--- src/rtl/seq_pattern_pkg.sv ---
// Shared types and constants for the sequence pattern controller.
// Holds the state encoding, table geometry and the reset-time default pattern.
package seq_pattern_pkg;

    typedef enum logic [1:0] {
        IDLE = 2'd0,
        RUN  = 2'd1,
        DONE = 2'd2
    } seq_state_t;

    localparam int SEQ_CODE_W  = 3;
    localparam int SEQ_DEPTH   = 8;
    localparam int SEQ_IDX_W   = $clog2(SEQ_DEPTH);
    localparam int SEQ_PRESC_W = 8;

    // Entry 0 sits in the least significant slice: 0,3,4,2,5,7,6,1.
    localparam logic [SEQ_DEPTH*SEQ_CODE_W-1:0] DEFAULT_PATTERN =
        {3'd1, 3'd6, 3'd7, 3'd5, 3'd2, 3'd4, 3'd3, 3'd0};

    function automatic logic [SEQ_CODE_W-1:0] default_code(input int unsigned i);
        return DEFAULT_PATTERN[SEQ_CODE_W*(i % SEQ_DEPTH) +: SEQ_CODE_W];
    endfunction

endpackage

--- src/rtl/seq_presc.sv ---
// Step-period down counter: load wins over enable, tc flags a zero count.
// Enable is the hook used to freeze the step timing while paused.
module seq_presc #(
    parameter int PRESC_W = 8
) (
    input  logic               clk,
    input  logic               rst,
    input  logic               load,
    input  logic               en,
    input  logic [PRESC_W-1:0] load_val,
    output logic               tc
);

    logic [PRESC_W-1:0] count_q;
    logic [PRESC_W-1:0] count_d;

    always_comb begin
        count_d = count_q;
        if (load) begin
            count_d = load_val;
        end else if (en && (count_q != '0)) begin
            count_d = count_q - PRESC_W'(1);
        end
    end

    always_ff @(posedge clk or negedge rst) begin
        if (!rst) begin
            count_q <= '0;
        end else begin
            count_q <= count_d;
        end
    end

    assign tc = (count_q == '0);

endmodule

--- src/rtl/seq_pattern_ctrl.sv ---
// Programmable sequence controller: steps a DEPTH-entry code table onto q.
// Optional macro SEQ_PATTERN_CTRL_PAUSE_EN adds a pause input that freezes a run.
module seq_pattern_ctrl
    import seq_pattern_pkg::*;
#(
    parameter int W       = SEQ_CODE_W,
    parameter int DEPTH   = SEQ_DEPTH,
    parameter int PRESC_W = SEQ_PRESC_W
) (
    input  logic                     clk,
    input  logic                     rst,
    input  logic                     cfg_we,
    input  logic [$clog2(DEPTH)-1:0] cfg_addr,
    input  logic [W-1:0]             cfg_data,
    input  logic                     start,
    input  logic                     stop,
`ifdef SEQ_PATTERN_CTRL_PAUSE_EN
    input  logic                     pause,
`endif
    input  logic [PRESC_W-1:0]       div,
    input  logic [3:0]               loops,
    output logic [W-1:0]             q,
    output logic                     q_valid,
    output logic                     busy,
    output logic                     done
);

    localparam int IDX_W = $clog2(DEPTH);

    seq_state_t         state_q, state_d;
    logic [IDX_W-1:0]   idx_q, idx_d;
    logic [3:0]         loop_cnt_q, loop_cnt_d;
    logic [PRESC_W-1:0] div_q, div_d;
    logic [W-1:0]       q_q, q_d;
    logic               q_valid_q, q_valid_d;
    logic [W-1:0]       table_q [DEPTH];
    logic [W-1:0]       table_d [DEPTH];

    logic               presc_load;
    logic               presc_en;
    logic [PRESC_W-1:0] presc_load_val;
    logic               presc_tc;
    logic               pause_active;
    logic [IDX_W-1:0]   idx_inc;

`ifdef SEQ_PATTERN_CTRL_PAUSE_EN
    assign pause_active = pause;
`else
    assign pause_active = 1'b0;
`endif

    assign idx_inc = idx_q + IDX_W'(1);

    seq_presc #(
        .PRESC_W (PRESC_W)
    ) u_presc (
        .clk      (clk),
        .rst      (rst),
        .load     (presc_load),
        .en       (presc_en),
        .load_val (presc_load_val),
        .tc       (presc_tc)
    );

    // Reads use table_q, so a write landing on the entry being fetched is seen only next time.
    always_comb begin
        state_d        = state_q;
        idx_d          = idx_q;
        loop_cnt_d     = loop_cnt_q;
        div_d          = div_q;
        q_d            = q_q;
        q_valid_d      = q_valid_q;
        presc_load     = 1'b0;
        presc_en       = 1'b0;
        presc_load_val = div_q;

        table_d = table_q;
        if (cfg_we) begin
            table_d[cfg_addr] = cfg_data;
        end

        unique case (state_q)
            IDLE: begin
                if (start && !stop) begin
                    state_d        = RUN;
                    idx_d          = '0;
                    loop_cnt_d     = loops;
                    div_d          = div;
                    q_d            = table_q[0];
                    q_valid_d      = 1'b1;
                    presc_load     = 1'b1;
                    presc_load_val = div;
                end
            end
            RUN: begin
                if (stop) begin
                    state_d    = IDLE;
                    idx_d      = '0;
                    loop_cnt_d = '0;
                    q_d        = '0;
                    q_valid_d  = 1'b0;
                end else if (!pause_active) begin
                    presc_en = 1'b1;
                    if (presc_tc) begin
                        presc_load = 1'b1;
                        if (idx_q == IDX_W'(DEPTH - 1)) begin
                            // loop_cnt stays 0 for an infinite run and never decrements to 0 otherwise.
                            if (loop_cnt_q == 4'd0) begin
                                idx_d = '0;
                                q_d   = table_q[0];
                            end else if (loop_cnt_q > 4'd1) begin
                                loop_cnt_d = loop_cnt_q - 4'd1;
                                idx_d      = '0;
                                q_d        = table_q[0];
                            end else begin
                                state_d    = DONE;
                                idx_d      = '0;
                                loop_cnt_d = '0;
                                q_d        = '0;
                                q_valid_d  = 1'b0;
                            end
                        end else begin
                            idx_d = idx_inc;
                            q_d   = table_q[idx_inc];
                        end
                    end
                end
            end
            DONE: begin
                state_d = IDLE;
            end
            default: begin
                state_d = IDLE;
            end
        endcase
    end

    always_ff @(posedge clk or negedge rst) begin
        if (!rst) begin
            state_q    <= IDLE;
            idx_q      <= '0;
            loop_cnt_q <= '0;
            div_q      <= '0;
            q_q        <= '0;
            q_valid_q  <= 1'b0;
        end else begin
            state_q    <= state_d;
            idx_q      <= idx_d;
            loop_cnt_q <= loop_cnt_d;
            div_q      <= div_d;
            q_q        <= q_d;
            q_valid_q  <= q_valid_d;
        end
    end

    always_ff @(posedge clk or negedge rst) begin
        if (!rst) begin
            for (int i = 0; i < DEPTH; i++) begin
                table_q[i] <= W'(default_code(i));
            end
        end else begin
            table_q <= table_d;
        end
    end

    assign q       = q_q;
    assign q_valid = q_valid_q;
    assign busy    = (state_q != IDLE);
    assign done    = (state_q == DONE);

endmodule

--- config.mk ---
export PLATFORM = sky130hd
export DESIGN_NAME = seq_pattern_ctrl
export DESIGN_NICKNAME = d
export VERILOG_FILES = /design/src/rtl/seq_pattern_pkg.sv /design/src/rtl/seq_presc.sv /design/src/rtl/seq_pattern_ctrl.sv
export SDC_FILE = /design/constraint.sdc
export NUM_CORES = 1
export LEC_CHECK = 0
export CORE_UTILIZATION = 50
export DETAILED_ROUTE_END_ITERATION = 10
export PLACE_DENSITY = 0.71
export REMOVE_ABC_BUFFERS = 1
export SYNTH_ARGS = -nofsm -noshare
export SYNTH_HDL_FRONTEND = slang
export SYNTH_SLANG_ARGS = --single-unit
--- constraint.sdc ---
create_clock -name clk -period 5.6 [get_ports clk]
set_clock_uncertainty 0.1 [all_clocks]
set_input_delay 1.12 -clock clk [delete_from_list [all_inputs] [get_ports clk]]
set_output_delay 1.12 -clock clk [all_outputs]
set_load 0.005 [all_outputs]
# Yosys cells after proc, flatten, opt, wreduce, memory -nomap -nowiden
# Cells that the tools add are included.
dict set report word_totals {
  regBits 53
  output_inout_bits 6
  wordCells 96
}
dict set report op_classes {
  add_sub_neg 3
  n_lt_le_gt_ge 4
  n_eq_ne 8
  n_mux 49
  n_bitwise 2
  n_reduce_logical 15
}
# cell n
set ops {}
lappend ops {{$mux W3} 13}
lappend ops {{$mux W8} 4}
lappend ops {{$bwmux W24} 1}
lappend ops {{$mux W4} 6}
lappend ops {{$mux W2} 6}
lappend ops {{$ne A3 B3 Y1 const B} 4}
lappend ops {{$pmux W3 S2} 2}
lappend ops {{$mux W1} 11}
lappend ops {{$reduce_and A5 Y1} 2}
lappend ops {{$bmux W3 S3} 1}
lappend ops {{$demux W3 S3} 1}
lappend ops {{$ge A4 B4 Y1 const B} 2}
lappend ops {{$logic_not A8 Y1} 1}
lappend ops {{$not A3 Y4} 2}
lappend ops {{$pmux W4 S2} 1}
lappend ops {{$reduce_bool A8 Y1} 1}
lappend ops {{$sub A8 B1 Y8 const B} 1}
lappend ops {{$reduce_and A6 Y1} 1}
lappend ops {{$reduce_bool A2 Y1} 3}
lappend ops {{$gt A4 B1 Y1 const B} 1}
lappend ops {{$logic_not A4 Y1} 1}
lappend ops {{$lt A4 B1 Y1 const B} 1}
lappend ops {{$pmux W1 S2} 2}
lappend ops {{$pmux W2 S2} 1}
lappend ops {{10 further kinds} 12}

# Longest topological paths before layout
# Gate-level depths: netlist of the first run.
dict set report logic_depth {
  depth_word 9
  depth_mapped 7
  mapped_depth_nobuf 6
}

# By module
# From an unflattened synthesis of the first run, not the netlist that was laid out.
dict set report unflattened {
  hier_cells 245
  hier_area_um2 2895.3
}
# mod n_inst cells_per_inst area_each_um2
set by_module_without_submodules {}
lappend by_module_without_submodules {seq_pattern_ctrl 1 185 2349.8}
lappend by_module_without_submodules {seq_presc 1 60 545.5}

# Worst setup path before layout of the first run
# Ideal clock, no wire load.
dict set report synth_path {
  path_kind {in2reg}
  start {input port stop}
  end {register loop_cnt_q[1]}
  setup_ns 0.125
  arrival_ns 2.222
  setup_slack_ns 3.152
  stages 5
  path_buffers 1
  path_cell_list {or3b_1 > buf_6 > a41oi_2 > nor2_2 > mux2_4}
}
dict set report synth_between {
  elab_chain_cells 4
  word_cells_on_any_way 9
  cone_classes {4 x eq/ne; 2 x mux; 3 x reduce/logical}
}
# item line_no
set synth_rtl {}
lappend synth_rtl {{start, declared} seq_pattern_ctrl.sv:16} ;# input logic stop,
lappend synth_rtl {{$logic_not A1 Y1} seq_pattern_ctrl.sv:84} ;# if (start && !stop) begin
lappend synth_rtl {{$logic_and A1 B1 Y1} seq_pattern_ctrl.sv:84}
lappend synth_rtl {{$ne A2 B2 Y1 (no source line)} -}
lappend synth_rtl {{$reduce_and A5 Y1 (no source line)} -}
lappend synth_rtl {{end signal, assigned} seq_pattern_ctrl.sv:149} ;# loop_cnt_q <= loop_cnt_d;
lappend synth_rtl {{end, declared} seq_pattern_ctrl.sv:32} ;# logic [3:0] loop_cnt_q, loop_cnt_d;
# Several ways; a longest one is shown, not always the timed one.
# A chain may end at the register's enable or synchronous reset.

# Worst setup path after layout of the first run
dict set report layout_path {
  start {input port stop}
  end {register idx_q[0]}
}
dict set report layout_between {
  elab_chain_cells 4
  word_cells_on_any_way 7
  cone_classes {2 x eq/ne; 2 x mux; 3 x reduce/logical}
}
# item line_no
set layout_rtl {}
lappend layout_rtl {{$logic_not A1 Y1} seq_pattern_ctrl.sv:84}
lappend layout_rtl {{$logic_and A1 B1 Y1} seq_pattern_ctrl.sv:84}
lappend layout_rtl {{$ne A2 B2 Y1 (no source line)} -}
lappend layout_rtl {{$reduce_and A3 Y1 (no source line)} -}
lappend layout_rtl {{end signal, assigned} seq_pattern_ctrl.sv:148} ;# idx_q <= idx_d;
lappend layout_rtl {{end, declared} seq_pattern_ctrl.sv:31} ;# logic [IDX_W-1:0] idx_q, idx_d;
# Several ways; a longest one is shown, not always the timed one.

==> impl_results.md, run 1 <==
- First-pass GRT wire length: 10,600 um
- Avg Cell Area, Syn: 11.1 um^2
- Met3 Usage GRT: 3.95%
- Cells after Synth: 262
- Clk pwr share: 20.2%
- Routed Antenna Nets: 0
- Max Cap Viol: 0
- P_sw: 0.350 mW
- Critical path class: input pin to register
- CP endpoint kind: register
- Yosys top cell by area: dfrtp_1
- Crit path DAT: 3.28 ns
- Tot Pwr: 1.08 mW
- FF-to-FF setup slack: 3.00 ns
- DRC: 0
- Routed len/inst: 16.4 um
- Worst Hold Class: register to register
- CTS Buffer Depth: 2
- I/O Buffers: 28
- Slew Viols, Final: 0
- Layout cell share with drive strength beyond 1: 25.1%
- Post-CTS Setup Bufs: 0
- Die width: 78.1 um
- Clock insertion delay at the later pin of the skew report: 0.31 ns
- Gate power share: 28.6%
- Largest net degree at the start of global routing: 54
- GRT busiest layer: met2
- CP Launch Type: input pin
- Die area: 6100 um^2
- PD cells: 328 nW/um^2
- CTS tree: yes
- Fin Setup TNS: 0 ns
- Number of H-tree levels: 2
- Diodes inserted: 0
- Cell-internal power: 0.734 mW
- Final Cycle Share: 56.7%
- RSZ-0062 raised after global routing: false
- Clock Sinks: 53
- Initial antenna violation count: 0
- Clock transition at the registers of the reported paths: 0.10 ns
- GR met2 Demand/Resource: 38.9%
- Worst Path Max Fanout: 14
- Syn Std Cell Area: 2900 um^2
- Hold-fix buffers at CTS: 0
- Detailed Routing Iterations Pass 1: 6
- Post-synth EDFFs: 0
- Top post-synthesis cells by area: dfrtp_1, dfstp_2, mux2_2, nand2_1, o21ai_0
- Post-CTS sizing: 0
- Unique masters post-synth: 62
- WL final: 5970 um
- Slew margin rel.: 47.1%
- Peak VDD IR: 0.179 mV
- Minimum clock period: 3.17 ns
- Syn-to-layout area delta: 14.1%
- Total track usage: 22.5%
- Critical path required time: 5.70 ns
- Fin nets: 320
- Initial Utilization: 52.3%
- Root Buffer: clkbuf_8
- Ys Warns: 0
- DIE HEIGHT: 78.1 um
- #FFs+latches synth: 53
- Met1 usage: 28.4%
- Vias in the first global route: 2,200
- Leakage power: 1.35 nW
- Vias per inst: 5.85
- DP HPWL: 4280 um
- Rows: 27
- I/O Pins: 29
- Via count: 2,122
- Sequential share of power: 51.2%
- Cts bufs inserted: 5
- # setup viols final: 0
- Initial drt markers: 105
- Register area share after synthesis: 46.3%
- RePlAce Congestion: 0.796
- Worst slew pin tran: 0.785 ns
- Switching Fraction: 32.3%
- Post-synth ARST share: 100%
- Outcome: finished, final reports clean
- Post-synth top area share: 35.4%
- Top_reg_cell synth: dfrtp_1
- Final Hold Fails: 0
- Total congestion overflow: 0
- Max Freq: 315 MHz
- Core area: 5540 um^2
==> worst paths after layout <==
check | start | end | depth (start not counted)
min | div_q[0] | div_q[0] | 2
max reg2reg | idx_q[0] | q[0] | 6
max in group asynchronous | rst | u_presc.count_q[4] | 2
min in group asynchronous | rst | div_q[7] | 2
min reg2reg | div_q[0] | div_q[0] | 2
max | stop | idx_q[0] | 5
==> synthesized netlist by cell type (all sizes together), types with 5 or more instances <==
| master | instances |
|---|---|
| dfrtp | 41 |
| o21ai | 22 |
| nand3 | 5 |
| or2 | 5 |
| a21oi | 6 |
| nor3 | 8 |
| ha | 7 |
| dfstp | 12 |
| inv | 9 |
| nor2 | 8 |
| nand2 | 33 |
| o211ai | 5 |
| mux2 | 29 |
==> flip-flops by register name, indices dropped and copies added, names as in the netlist <==
register         flops
state_q              2
u_presc.count_q      8
idx_q                3
div_q                8
loop_cnt_q           4
table_q             24
q_valid              1
q                    3
==> cell usage in the layout (no fill, tap or decap), types with 4 or more instances in the layout <==
master	count
inv_1	9
nand2_1	33
nand4b_1	4
o211ai_1	5
mux4_2	4
dfrtp_1	41
a21oi_1	5
clkbuf_8	5
nor3_1	7
a31oi_1	4
nand3_1	5
clkdlybuf4s50_1	27
o21ai_0	18
nand2b_1	4
mux2_2	27
ha_1	7
nor2_1	7
dfstp_2	12
o21ai_1	4
==> per-stage QoR <==
step	worst slack (ns)	util [%]	hold WS, ns	area (um^2)	std cells
floorplan	2.86	-	0.338	2840	253
global placement	2.17	58.0	0.364	3220	355
detailed placement	2.12	58.0	0.370	3220	355
CTS	2.44	59.7	0.394	3310	363
global route	2.29	59.7	0.420	3310	363
finish	2.43	59.7	0.385	3310	363
==> critical path, stage by stage <==
cell and delay, ns:
clkdlybuf4s50_1 0.49, or3b_1 0.68, a21oi_2 0.45, or2_4 0.24, mux2_4 0.30
==> area by class of cell <==
class / instances / area (um^2)
Clock inverter: 3 / 21.3
Multi-Input combinational cell: 191 / 1460
Clock buffer: 5 / 68.8
Tap cell: 72 / 90.1
Fill cell: 499 / 2230
Sequential cell: 53 / 1340
Inverter: 9 / 33.8
Timing Repair Buffer: 30 / 290
==> power by group through the flow <==
stage | Clock, mW | Sequential [mW] | Combinational, mW
after global routing | 0.242 | 0.570 | 0.348
after floorplan | 0 | 0.539 | 0.223
after CTS | 0.227 | 0.554 | 0.314
after global placement | 0 | 0.557 | 0.306
final | 0.219 | 0.555 | 0.310
after detailed placement | 0 | 0.561 | 0.312
==> routing by layer <==
layer	share of wire, %	vias to the layer above	routed length [um]
li1	-	1036	-
met1	46	1037	2720
met2	49	43	2950
met3	3.9	6	233
met4	1.2	0	70
met5	0	-	0
==> cells by family (layout without fill, tap and decap cells) <==
| logic type | count (synthesis) | after routing | share of synthesized area (%) |
|---|---|---|---|
| adders and majority gates | 7 | 7 | 3.02 |
| AOI/OAI and AO/OA | 59 | 59 | 13.9 |
| muxes | 36 | 36 | 15.7 |
| DFF | 53 | 53 | 46.3 |
| and+or+nand+nor | 89 | 89 | 17.7 |
| buffers and inverters | 18 | 47 | 3.32 |
Power figures use the tool's default switching activity.
==> inputs of run 2 (changes only) <==
- PLACE_DENSITY: 0.71 -> 0.74
- clock period: 5.6 -> 2.9 ns (I/O delays scaled with it)
==> run 2 against run 1 <==
  * Routed wire length rose by 0.12%
  * Power rose by 93%
  * Non-clock buffer count rose by 7
  * Largest power group unchanged
  * Die area did not move
  * Critical endpoint is now q[1]
  * Sequential power rose by 91%
  * Highest routed layer unchanged
  * Sequential share of layout area fell by 0.69 points
  * Setup slack got worse by 1.9 ns
  * Worst hold slack got worse by 0.24 ns
  * Sequential cell count did not move
  * Via count rose by 2.5%
  * Critical path depth did not move
  * Register-to-register slack got worse by 2.4 ns
==> impl_results.md, run 2 (same netlist as run 1, synthesis figures left out) <==
- Detailed Routing Iterations Pass 1: 4 (-2)
- Slowest stage cell, crit path: or3b_1
- Clock transition at the registers of the reported paths: 0.10 ns (about the same)
- Via count: 2,174 (+2.5%)
- Final core area utilization: 60.7% (+1.0 points)
- WL final: 5980 um (+0.12%)
- Die area: 6100 um^2 (unchanged)
- Outcome: finished, final reports clean
- Core area: 5540 um^2 (unchanged)
- Post-CTS sizing: 0 (unchanged)
- Slew margin rel.: 49.4% (+2.2 points)
- Fin nets: 327 (+2.2%)
- CTS Buffer Depth: 2 (unchanged)
- Fin Setup TNS: 0 ns (unchanged)
- Initial antenna violation count: 0 (unchanged)
- Final Hold Fails: 0 (unchanged)
- Worst slew pin tran: 0.752 ns (-0.0321 ns)
- RSZ-0062 raised after global routing: false
- Critical path class: input pin to register
- Critical path cell sequence: clkdlybuf4s50_1 -> or3b_1 -> nor3_4 -> a31oi_1 -> o221ai_1
- Post-CTS Setup Bufs: 0 (unchanged)
- Leakage power: 1.39 nW (+2.9%)
- RePlAce Congestion: 0.853 (+7.1%)
- Number of H-tree levels: 2 (unchanged)
- Clock Sinks: 53 (unchanged)
- Cts bufs inserted: 5 (unchanged)
- Die width: 78.1 um (unchanged)
- Final Cycle Share: 81.5%
- Max FFs per register: 24 (unchanged)
- Initial Utilization: 52.3% (unchanged)
- CP endpoint kind: register
- Vias per inst: 5.88 (+0.51%)
- CP Launch Type: input pin
- I/O Pins: 29 (unchanged)
- Hold-fix buffers at CTS: 0 (unchanged)
- Commonest non-fill, non-tap cell in the layout: dfrtp_1
- Slew Viols, Final: 0 (unchanged)
- Clock insertion delay at the later pin of the skew report: 0.30 ns (about the same)
- Root Buffer: clkbuf_8
- Largest stage delay on the critical path: 0.64 ns (-0.04 ns)
- Routed Antenna Nets: 0 (unchanged)
- Most flop-heavy register: table_q
- Worst Path Max Fanout: 11 (-3)
- PD cells: 623 nW/um^2 (+90%)
- Minimum clock period: 2.36 ns
- Total track usage: 20.9% (-1.6 points)
- I/O Buffers: 28 (unchanged)
- Worst Hold Class: input pin to asynchronous set/reset pin
- DIE HEIGHT: 78.1 um (unchanged)
- Crit path DAT: 2.48 ns (-0.80 ns)
- Layout cell share with drive strength beyond 1: 26.5% (+1.4 points)
- Peak VDD IR: 0.348 mV (+95%)
- DP HPWL: 4310 um (+0.67%)
- Largest net degree at the start of global routing: 54 (unchanged)
- Syn-to-layout area delta: 16.1%
- Rows: 27 (unchanged)
- Critical path required time: 3.02 ns (-2.68 ns)
- Vias in the first global route: 2,155 (-2.0%)
- # setup viols final: 0 (unchanged)
- CTS tree: yes
- Total congestion overflow: 0 (unchanged)
- Initial drt markers: 196 (+87%)
- First-pass GRT wire length: 9980 um (-6.0%)
- Max Cap Viol: 0 (unchanged)
- # fillers: 463 (-7.2%)
- Biggest regs: table_q x24, div_q x8, u_presc.count_q x8
- Diodes inserted: 0 (unchanged)
- Max Freq: 423 MHz
- DRC: 0 (unchanged)
- Routed len/inst: 16.2 um (-1.8%)
- Most frequent cells in the layout: dfrtp_1, nand2_1, mux2_2, clkdlybuf4s50_1, o21ai_0
[run 2: metal layers]
metal / wire length [um] / GRT usage, % / vias up
met4: 63 / 6.11 / 0
met3: 268 / 4.30 / 6
met2: 2900 / 35.6 / 58
li1: - / - / 1039
met5: 0 / 0 / -
met1: 2750 / 26.7 / 1071
[run 2: where the power goes]
part	leakage (nW)	total [mW]	switching [mW]	internal, mW
sequential	0.636	1.06	0.133	0.927
combinational	0.710	0.636	0.302	0.334
clock	0.0450	0.400	0.232	0.168
[run 2: per-stage QoR]
step	instance area, um^2	power [mW]	cells	setup WS [ns]	hold WS [ns]
finish	3360	2.10	370	0.536	0.147
floorplan	2840	1.47	253	0.581	0.184
global route	3360	2.23	370	0.470	0.180
CTS	3360	2.11	370	0.547	0.153
detailed placement	3280	1.71	362	0.241	0.358
global placement	3280	1.69	362	0.286	0.354
[run 2: path summary, 6_finish.rpt]
check	startpoint	to	slack (ns)	cells past startpoint
min	rst	u_presc.count_q[7]	0.15	2
max in group asynchronous	rst	table_q[6]	2.25	2
max	stop	q[1]	0.54	5
min in group clk	div_q[6]	div_q[6]	0.38	2
min reg2reg	div_q[6]	div_q[6]	0.38	2
max reg2reg	idx_q[0]	q[0]	0.59	6
[run 2: layout make-up]
cell class | instances | area [um^2] | share of cell area (%)
multi-input cells | 191 | 1460 | 43.4
well taps | 72 | 90.1 | 2.68
inverters | 9 | 33.8 | 1.00
clock buffers | 6 | 72.6 | 2.16
flip-flops and latches | 53 | 1340 | 39.9
clock inverters | 2 | 10.0 | 0.298
repair buffers | 37 | 355 | 10.6
[run 2: worst max-delay path: cells and delay by family]
family | cells | cell delay, ns
AO/OA/AOI/OAI | 2 | 0.33
buffers and inverters | 1 | 0.47
AND/OR/NAND/NOR | 2 | 1.11
==> inputs of run 3 (changes only) <==
- PLACE_DENSITY: 0.74 -> 0.71
- clock period: 2.9 -> 2.19 ns (I/O delays scaled with it)
==> run 3 against run 2 <==
  * The run now ends with hold timing left
  * Critical path type is now register to register
  * Global-route usage increased by 2.4 points
  * Sequential cell count unchanged
  * Clock power increased by 42%
  * Non-clock buffer count increased by 18
  * Cell area increased by 4.6%
  * First-iteration DRC count decreased by 10%
  * Sequential power increased by 33%
  * Die area unchanged
  * Largest cell class unchanged
  * Critical path depth increased by 2
  * Setup slack got worse by 0.45 ns
==> impl_results.md, run 3 (same netlist as run 1, synthesis figures left out) <==
- Worst Hold Margin: -0.00646 ns (-0.154 ns)
- Post-placement cell count: 380 (+5.0%)
- Outcome: complete, but fails checks
- Largest net degree at the start of global routing: 54 (unchanged)
- Cell Area, Placed: 3420 um^2 (+4.1%)
- DIE HEIGHT: 78.1 um (unchanged)
- Critical path cell sequence: ha_1 -> ha_4 -> buf_4 -> mux4_2 -> o22a_1 -> o2111ai_1 -> o211ai_1
- Multi-input gate area: 1470 um^2 (+0.86%)
- DP HPWL: 4660 um (+8.3%)
- Critical path class: register to register
- CP endpoint kind: register
- I/O Pins: 29 (unchanged)
- Commonest non-fill, non-tap cell in the layout: dfrtp_1
- Leakage power: 1.48 nW (+6.3%)
- Worst reg2reg path startpoint: idx_q[0]
- Post-CTS Setup Bufs: 0 (unchanged)
- Worst Path Max Fanout: 7 (-4)
- Initial Utilization: 52.3% (unchanged)
- Routed Antenna Nets: 0 (unchanged)
- Total congestion overflow: 0 (unchanged)
- Final core area utilization: 63.5% (+2.8 points)
- WP buf/inv: 1 (unchanged)
- Clock transition at the registers of the reported paths: 0.10 ns (about the same)
- Initial drt markers: 176 (-10%)
- RSZ-0062 raised after global routing: false
- Final Cell Area: 3520 um^2 (+4.6%)
- Diodes inserted: 0 (unchanged)
- Rows: 27 (unchanged)
- Die area: 6100 um^2 (unchanged)
- Syn-to-layout area delta: 21.4%
- Most flop-heavy register: table_q
- Slew margin rel.: 69.7% (+20 points)
- Max FFs per register: 24 (unchanged)
- Post-CTS sizing: 0 (unchanged)
- R2R depth: 7 (+1)
- Clock Sinks: 53 (unchanged)
- Critical path required time: 2.28 ns (-0.74 ns)
- Register Area: 1340 um^2 (unchanged)
- Initial antenna violation count: 0 (unchanged)
- Slowest stage cell, crit path: dfrtp_1
- Cell family with most CP delay: adder cells
- Clock insertion delay at the later pin of the skew report: 0.31 ns (about the same)
- I/O Buffers: 28 (unchanged)
- First-pass GRT wire length: 11,000 um (+10%)
- Core area: 5540 um^2 (unchanged)
- Biggest regs: table_q x24, div_q x8, u_presc.count_q x8
- Max Cap Viol: 0 (unchanged)
- WL final: 6450 um (+7.9%)
- Die width: 78.1 um (unchanged)
- Tot Pwr: 2.87 mW (+37%)
- FF-to-FF setup slack: 0.09 ns (-0.50 ns)
- CTS Buffer Depth: 2 (unchanged)
- DRC: 0 (unchanged)
- Root Buffer: clkbuf_8
- CP Launch Type: register
- Via count: 2,246 (+3.3%)
- Max Freq: 476 MHz
- Place WS: -0.127 ns (-0.369 ns)
- Total track usage: 23.3% (+2.4 points)
- # fillers: 473 (+2.2%)
- Routed len/inst: 16.6 um (+2.9%)
- Minimum clock period: 2.10 ns
- CTS tree: yes
- Vias in the first global route: 2,298 (+6.6%)
- Most frequent cells in the layout: dfrtp_1, nand2_1, mux2_2, clkdlybuf4s50_1, buf_4
- Number of H-tree levels: 2 (unchanged)
- Vias per inst: 5.79 (-1.5%)
- Worst slew pin tran: 0.453 ns (-0.299 ns)
- Worst r2r dst: q[2]
- Fin nets: 345 (+5.5%)
- Peak VDD IR: 0.454 mV (+31%)
- Final Cycle Share: 95.9%
- Non-filler cells, final: 388 (+4.9%)
- PD cells: 816 nW/um^2 (+31%)
- Failing checks: hold timing
- Final Worst Setup Slack: 0.0892 ns (-0.447 ns)
- Worst Hold Class: input pin to asynchronous set/reset pin
- Largest stage delay on the critical path: 0.40 ns (-0.24 ns)
- Detailed Routing Iterations Pass 1: 4 (unchanged)
- Crit path DAT: 2.19 ns (-0.29 ns)
- RePlAce Congestion: 0.896 (+5.1%)
- Cts bufs inserted: 5 (unchanged)
- Layout cell share with drive strength beyond 1: 31.3% (+4.8 points)
- Hold-fix buffers at CTS: 0 (unchanged)
- Slew Viols, Final: 0 (unchanged)
- # setup viols final: 0 (unchanged)
- Final Hold Fails: 3 (+3)
-- run 3: cell types whose count changed in the layout (fill, tap and decap cells not counted), sizes merged --
cell / previous run / this run
buf: 10 / 28
clkbuf: 6 / 5
clkinv: 2 / 1
clkinvlp: 0 / 1
inv: 9 / 10
-- run 3: layout make-up --
class                      count  area share (%)
tap                           72            2.56
multi-input combinational    191            41.9
timing repair buffer          55            13.9
inverter                       9           0.960
sequential                    53            38.1
clock inverter                 3           0.605
clock buffer                   5            1.96
-- run 3: how the worst max path moves through the flow --
stage	startpoint	cells past startpoint	to	slack [ns]
after floorplan	idx_q[0]	6	q[0]	-0.13
after global placement	stop	7	u_presc.count_q[5]	-0.08
after detailed placement	stop	7	u_presc.count_q[5]	-0.13
after CTS	idx_q[0]	6	q[2]	0.02
after global routing	idx_q[0]	6	q[0]	0.02
final	idx_q[0]	7	q[2]	0.09
-- run 3: metal layers --
| metal | vias up | share of wire [%] | global-route usage [%] |
|---|---|---|---|
| met5 | - | 0 | 0 |
| met4 | 0 | 1.1 | 7.59 |
| met3 | 7 | 3.5 | 3.95 |
| met2 | 53 | 50 | 39.3 |
| met1 | 1114 | 46 | 30.5 |
| li1 | 1072 | - | - |
-- run 3: report_power, final --
group          switching, mW  leakage [nW]  internal, mW
clock network          0.342        0.0445         0.228
registers              0.182         0.636          1.23
logic                  0.412         0.799         0.479
-- run 3: metrics by stage --
stage,setup TNS (ns),hold slack [ns]
CTS,0,0.0116
global placement,-0.359,0.353
finish,0,-0.00646
floorplan,-0.226,0.0424
global route,0,0.0285
detailed placement,-0.592,0.355
-- run 3: worst register-to-register path, delay by kind of cell (launching register included) --
family / cells / cell delay, ns
AO/OA/AOI/OAI: 3 / 0.47
adder cells (fa/ha/maj): 2 / 0.53
buffers and inverters: 1 / 0.16
flip-flops: 1 / 0.40
multiplexers: 1 / 0.32
